==> config.mk <==
export PLATFORM = sky130hd
export DESIGN_NAME = id_hazard_ctrl
export DESIGN_NICKNAME = d
export VERILOG_FILES = /design/src/rtl/id_hazard_ctrl.sv
export SDC_FILE = /design/constraint.sdc
export NUM_CORES = 1
export LEC_CHECK = 0
export CAP_MARGIN = 20
export CORE_ASPECT_RATIO = 1.2
export CORE_UTILIZATION = 43
export CTS_BUF_LIST = sky130_fd_sc_hd__clkbuf_2
export CTS_CLUSTER_DIAMETER = 80
export DETAILED_ROUTE_END_ITERATION = 10
export GPL_TIMING_DRIVEN = 0
export PLACE_DENSITY_LB_ADDON = 0.08
export SLEW_MARGIN = 20
export SYNTH_ARGS = -nofsm -noshare
export SYNTH_HDL_FRONTEND = slang
export SYNTH_SLANG_ARGS = --single-unit
==> constraint.sdc <==
create_clock -name clk -period 2 [get_ports clk]
set_input_delay 0.4 -clock clk [delete_from_list [all_inputs] [get_ports clk]]
set_output_delay 0.4 -clock clk [all_outputs]
set_load 0.005 [all_outputs]
==> src/rtl/id_hazard_ctrl.sv <==
// ID-stage hazard controller: load-use stalls, taken-branch squash and
// operand forwarding selection, plus saturating bubble/flush counters.
module id_hazard_ctrl (
    input  logic        clk,
    input  logic        Reset,
    input  logic [4:0]  ID_RA,
    input  logic [4:0]  ID_RB,
    input  logic        ID_USES_RA,
    input  logic        ID_USES_RB,
    input  logic [4:0]  EX_RD,
    input  logic        EX_RF_LE,
    input  logic        EX_L,
    input  logic [4:0]  MEM_RD,
    input  logic        MEM_RF_LE,
    input  logic [4:0]  WB_RD,
    input  logic        WB_RF_LE,
    input  logic        BR_TAKEN,
    output logic        PC_LE,
    output logic        IF_ID_LE,
    output logic        IF_ID_FLUSH,
    output logic        CU_NOP,
    output logic [1:0]  FWD_A,
    output logic [1:0]  FWD_B,
    output logic [15:0] STALL_CNT,
    output logic [15:0] FLUSH_CNT
);

    typedef enum logic [1:0] {
        RUN     = 2'd0,
        LDSTALL = 2'd1,
        BRFLUSH = 2'd2
    } state_t;

    localparam logic [1:0] SRC_RF  = 2'b00;
    localparam logic [1:0] SRC_EX  = 2'b01;
    localparam logic [1:0] SRC_MEM = 2'b10;
    localparam logic [1:0] SRC_WB  = 2'b11;

    state_t      r_state;
    logic [15:0] r_stall_cnt;
    logic [15:0] r_flush_cnt;

    logic        w_lu_a;
    logic        w_lu_b;
    logic        w_lu;

    function automatic logic [15:0] sat_inc(input logic [15:0] val);
        return (val == 16'hFFFF) ? val : val + 16'd1;
    endfunction

    // A load in EX cannot feed ID from EX; that case is resolved by the stall.
    function automatic logic [1:0] fwd_sel(
        input logic [4:0] rx,
        input logic       uses,
        input logic [4:0] ex_rd,
        input logic       ex_le,
        input logic       ex_l,
        input logic [4:0] mem_rd,
        input logic       mem_le,
        input logic [4:0] wb_rd,
        input logic       wb_le
    );
        logic [1:0] sel;
        sel = SRC_RF;
        if (uses && rx != 5'd0) begin
            if (ex_le && !ex_l && ex_rd == rx)
                sel = SRC_EX;
            else if (mem_le && mem_rd == rx)
                sel = SRC_MEM;
            else if (wb_le && wb_rd == rx)
                sel = SRC_WB;
        end
        return sel;
    endfunction

    assign w_lu_a = ID_USES_RA && (EX_RD == ID_RA);
    assign w_lu_b = ID_USES_RB && (EX_RD == ID_RB);
    assign w_lu   = EX_L && EX_RF_LE && (EX_RD != 5'd0) && (w_lu_a || w_lu_b);

    always_comb begin
        PC_LE       = 1'b1;
        IF_ID_LE    = 1'b1;
        IF_ID_FLUSH = 1'b0;
        CU_NOP      = 1'b0;
        FWD_A       = SRC_RF;
        FWD_B       = SRC_RF;
        if (Reset) begin
            PC_LE       = 1'b0;
            IF_ID_LE    = 1'b0;
            IF_ID_FLUSH = 1'b1;
            CU_NOP      = 1'b1;
        end else begin
            FWD_A = fwd_sel(ID_RA, ID_USES_RA, EX_RD, EX_RF_LE, EX_L,
                            MEM_RD, MEM_RF_LE, WB_RD, WB_RF_LE);
            FWD_B = fwd_sel(ID_RB, ID_USES_RB, EX_RD, EX_RF_LE, EX_L,
                            MEM_RD, MEM_RF_LE, WB_RD, WB_RF_LE);
            case (r_state)
                RUN: begin
                    // Branch wins over load-use; the delay-slot instruction in ID proceeds.
                    if (BR_TAKEN) begin
                        IF_ID_FLUSH = 1'b1;
                    end else if (w_lu) begin
                        PC_LE    = 1'b0;
                        IF_ID_LE = 1'b0;
                        CU_NOP   = 1'b1;
                    end
                end
                LDSTALL: begin
                    IF_ID_FLUSH = BR_TAKEN;
                end
                BRFLUSH: begin
                    CU_NOP      = 1'b1;
                    IF_ID_FLUSH = BR_TAKEN;
                end
                default: begin
                    PC_LE    = 1'b1;
                    IF_ID_LE = 1'b1;
                end
            endcase
        end
    end

    always_ff @(posedge clk) begin
        if (Reset) begin
            r_state     <= RUN;
            r_stall_cnt <= 16'd0;
            r_flush_cnt <= 16'd0;
        end else begin
            if (CU_NOP)
                r_stall_cnt <= sat_inc(r_stall_cnt);
            if (BR_TAKEN)
                r_flush_cnt <= sat_inc(r_flush_cnt);
            case (r_state)
                RUN: begin
                    if (BR_TAKEN)
                        r_state <= BRFLUSH;
                    else if (w_lu)
                        r_state <= LDSTALL;
                    else
                        r_state <= RUN;
                end
                LDSTALL, BRFLUSH: begin
                    r_state <= BR_TAKEN ? BRFLUSH : RUN;
                end
                default: r_state <= RUN;
            endcase
        end
    end

    assign STALL_CNT = r_stall_cnt;
    assign FLUSH_CNT = r_flush_cnt;

endmodule

; ---- Word level (Yosys, flattened, before mapping)
; Cells that the tools add are included.
[op_classes]
eq_ne = 10
n_reduce_logical = 23
n_addsub = 2
mux = 25
bitwise_logic = 2
[op_table]
columns = cell, count
row1 = "16-bit by 1-bit adder with 16-bit output, second input constant", 2
row2 = "16-bit equality test, second input constant", 2
row3 = 5-bit equality test, 6
row4 = 2-bit 2-to-1 mux, 12
row5 = 5-bit nonzero test, 3
row6 = 1-bit logical AND, 14
row7 = 1-bit 2-to-1 mux, 10
row8 = 1-bit one-hot mux with 2 select lines, 2
row9 = 2-bit one-hot mux with 2 select lines, 1
row10 = 2-bit AND reduction, 2
row11 = "2-bit by 1-bit equality test with 1-bit output, second input constant", 1
row12 = "2-bit equality test, second input constant", 1
row13 = 2-bit zero test, 1
row14 = 1-bit NOT, 2
row15 = 2-bit OR reduction, 1
row16 = 1-bit zero test, 1
row17 = 1-bit logical OR, 1
[word_totals]
input_bits = 34
reg_bits = 34

; ---- Logic depth before layout (Yosys ltp)
[depth]
word_depth = 9
ltp_mapped = 10

; ---- Least setup slack after synthesis
; No wires, ideal clock.
[synth_path]
path_type = input-to-output
start = input port Reset
end = output port PC_LE
path_stages = 5
arrival_time_ns = 1.501
setup_slack_ns = 0.099
required_ns = 1.600
path_cell_list = clkbuf_1 > clkbuf_1 > clkbuf_1 > a21oi_1 > buf_4
[synth_via]
elab_chain_len = 1
[synth_lines]
columns = item, line
row1 = "start, declared", 5  ; input logic Reset,
row2 = 1-bit 2-to-1 mux, --
row3 = "end, declared", 18  ; output logic PC_LE,
; No other way between the ends.

; ---- Worst setup path after layout
[layout_path]
start = input port EX_RD[1]
end = output port CU_NOP
[layout_via]
elab_chain_len = 8
word_cells_on_any_way = 12
classes_between = eq/ne (2) / mux (4) / reduce/logical (6)
[layout_lines]
columns = item, line
row1 = "start, declared", 10  ; input logic [4:0] EX_RD,
row2 = "5-bit equality test, on equally long branches", "76, 77"
row3 = "1-bit logical AND, on equally long branches", "76, 77"
row4 = 1-bit logical OR, 78  ; assign w_lu = EX_L && EX_RF_LE && (EX_RD != 5'd0) && (w_lu_a || w_lu_b);
row5 = 1-bit logical AND (*), 78
row6 = 1-bit 2-to-1 mux (*), 102  ; end else if (w_lu) begin
row7 = 1-bit 2-to-1 mux (*), 100  ; if (BR_TAKEN) begin
row8 = 1-bit one-hot mux with 2 select lines (*), 97  ; case (r_state)
row9 = 1-bit 2-to-1 mux (*), 87  ; if (Reset) begin
row10 = "end, declared", 21  ; output logic CU_NOP,
; Mark *: on every way between the ends. The rest lies on a longest branch, timed or not.

==> results by group <==
Die
  • Site Rows: 28
  • Die area: 5420 µm²
  • Starting Density: 0.446
  • Die height: 80.4 µm
  • CORE AREA: 4940 µm²
  • Die X: 67.4 µm
  • IO Count: 74

Drt
  • DR vias/cell: 5.57
  • Iter 0 DRT Violations: 108
  • Pre-antenna DRT Iters: 4
  • DR vias: 2,411
  • Final wirelength: 6730 µm
  • Routed len/inst: 15.6 µm
  • Antenna viol nets, final: 0
  • DRC viols: 0

Clock tree
  • # hold bufs at CTS: 0
  • Sinks on Clock Net: 34
  • H-tree depth: 2
  • CTS tree: built
  • CTS buffer count: 5
  • Worst-Skew Late Latency: 400 ps
  • Max clock buf depth: 2
  • Clock transition at path regs: 200 ps
  • Clk root buf: clkbuf_2

Global routing
  • Largest net degree at the start of global routing: 13
  • Vias in the first global route: 2,320
  • Global-route wire length before repair: 10,200 µm
  • Total GRT Usage: 0.246
  • Global route overflow: 0
  • Initial antenna violation count: 0

Synth
  • Area share of the largest cell type after synthesis: 0.309
  • Flops & latches, synth: 34
  • Synthesized area: 2200 µm²
  • Post-synthesis cell type count: 43
  • Synth async-reset ratio: 0
  • Number of flops mapped to enable cells by yosys: 0
  • Yosys warnings: 0
  • Leading area contributor after synthesis: dfxtp_1
  • Top cells by area, synth: dfxtp_1, xor2_1, xnor2_1, nor2_1, nand3_1
  • Post-Syn Nets: 308
  • Avg Synthesized Cell Area: 8.20 µm²
  • Cell count after synthesis: 269
  • Sequential fraction of the synthesis area: 0.309
  • Synth Flop Type: dfxtp_1

Setup path
  • Reg2reg end: STALL_CNT[10]
  • CP bufs+invs: 6
  • Slowest CP cell: a211oi_4
  • Critical path, cell by cell: clkdlybuf4s15_1 -> xnor2_1 -> nand3_1 -> o22ai_2 -> buf_4 -> a211oi_4 -> buf_6 -> buf_8 -> inv_4 -> buf_6
  • Kind of critical path: input port to output port
  • Most frequent CP cell: buf_6
  • Setup crit end kind: output port
  • CP delay by family, top: buffers and inverters
  • Worst R2R Setup Slack: -20 ps
  • CP peak stage delay: 270 ps
  • Worst Reg-to-Reg Cells: 7
  • Crit path max fanout: 3
  • R2R Path Start: STALL_CNT[8]
  • CP Launch Type: input port
  • Critical Path RT: 1600 ps
  • Critical Path AT: 1820 ps

Hold path
  • Hold/Removal Path Class: flip-flop to flip-flop
  • Hold path start: STALL_CNT[3]
  • Hold Path Depth: 2
  • Hold Crit Endpoint: STALL_CNT[3]

Power
  • Leakage Power: 0.00131 µW
  • Comb pwr share: 0.206
  • Cell Pwr Density: 450 nW/µm²
  • Switching Share: 0.270
  • Peak supply drop: 0.000372 V
  • Net load switching power: 444 µW
  • Overall power: 1640 µW
  • Clock share of power: 0.369
  • Reg power frac: 0.425
  • Pint: 1200 µW

Timing
  • Tightest Pin Transition: 671 ps
  • Slew Viols, Final: 0
  • RSZ-0062 raised after global routing: true
  • Final setup viols: 10
  • Slew headroom: 0.552
  • Hold slack: 512 ps
  • Min Clock Period, post-route: 2220 ps
  • Final period util: 1.11
  • Final hold viol count: 0
  • Fmax achieved: 451 MHz
  • Worst Slack Setup Final: -217 ps
  • Setup Skew: 37.5 ps

Final layout
  • Finished Cell Area: 3650 µm²
  • Final net count: 411
  • Most common cell after layout, fill and taps aside: clkdlybuf4s50_1
  • Commonest cells after routing, fill and taps aside: clkdlybuf4s50_1, nor2_1, dfxtp_1
  • Layout Cells excl Fill: 433
  • Layout area overhead: 65.6%
  • Share of layout cells above drive strength 1: 0.378
  • Antenna cells: 0

Placed design
  • DP Worst Slack: -1130 ps
  • PortBufs: 72
  • Dpl hpwl: 4470 µm
  • Gpl congestion: 0.869
  • Placed cell area: 3000 µm²
  • Post-Place Cells: 401

Run status
  • Outcome: complete, but fails checks
  • Failing checks: setup timing

Run
  • Number of max-cap violations: 0
[synth_stat cells, types with 6 or more instances]
cell	count
a21oi_1	13
nand2_1	14
dfxtp_1	34
nor2_1	32
nand3_1	18
xor2_1	22
nor2b_1	8
or4_1	11
o31ai_1	7
nand4_1	6
nor3_1	7
xnor2_1	19
nor4_1	7
and3_1	8
[registers in the layout, indices dropped and copies added (netlist names)]
register and count:
r_state 2, FLUSH_CNT 16, STALL_CNT 16
[worst register-to-register path, delay by kind of cell, from the launching register on]
kind / cells / cell delay, ps
muxes: 1 / 310
buffers and inverters: 1 / 190
DFF: 1 / 420
and+or+nand+nor: 5 / 990
[per-stage QoR]
stage / utilization / TNS (ps)
2_1_floorplan: - / 0
3_3_place_gp: 0.607 / -14550
3_5_place_dp: 0.607 / -15460
4_1_cts: 0.652 / -632
5_1_grt: 0.739 / -1990
6_report: 0.739 / -505
[what timing repair did]
action | CTS | global route
pin swaps | 22 | 44
setup endpoints to repair | 24 | 27
setup buffers | 14 | 11
resized for setup | 149 | 92
[routing by layer]
layer  track usage  part of all wire  vias up
met2         0.457              0.54       71
met3        0.0426             0.032       12
met4        0.0915             0.021        0
met5             0                 0        -
met1         0.268              0.41     1154
li1              -                 -     1174
[cells by family (layout without fill, tap and decap cells)]
group                    Yosys count  count (layout)  synth area share
AO/OA/AOI/OAI                     39              39             0.119
XOR/XNOR                          41              41             0.163
adder cells (fa/ha/maj)            5               5            0.0284
buffers and inverters             16             120            0.0352
flip-flops                        34              34             0.309
multiplexers                       6               6            0.0301
AND/OR/NAND/NOR                  128             128             0.316
[worst max path at each step]
stage	startpoint	end	slack (ps)	cells after the start
floorplan	Reset	PC_LE	100	5
global placement	ID_RB[0]	CU_NOP	-1090	9
detailed placement	ID_RA[3]	CU_NOP	-1130	9
CTS	r_state[0]	CU_NOP	-220	9
global route	r_state[0]	CU_NOP	-310	9
finish	EX_RD[1]	CU_NOP	-220	10
[power groups by stage]
stage | logic, µW | registers [µW] | clock network (µW)
after global routing | 364 | 700 | 651
after CTS | 282 | 701 | 609
after detailed placement | 267 | 716 | 0
after global placement | 262 | 715 | 0
after floorplan | 124 | 713 | 0
final | 339 | 698 | 607
[layout make-up]
type | instances | area, µm²
plain buffers | 10 | 88.8
clock buffers | 5 | 25.0
clock inverters | 3 | 68.8
fillers | 375 | 1290
inverters | 6 | 25.0
multi-input cells | 219 | 1800
flip-flops and latches | 34 | 702
well taps | 60 | 75.1
repair buffers | 96 | 862
(Power assumes the default switching activity.)
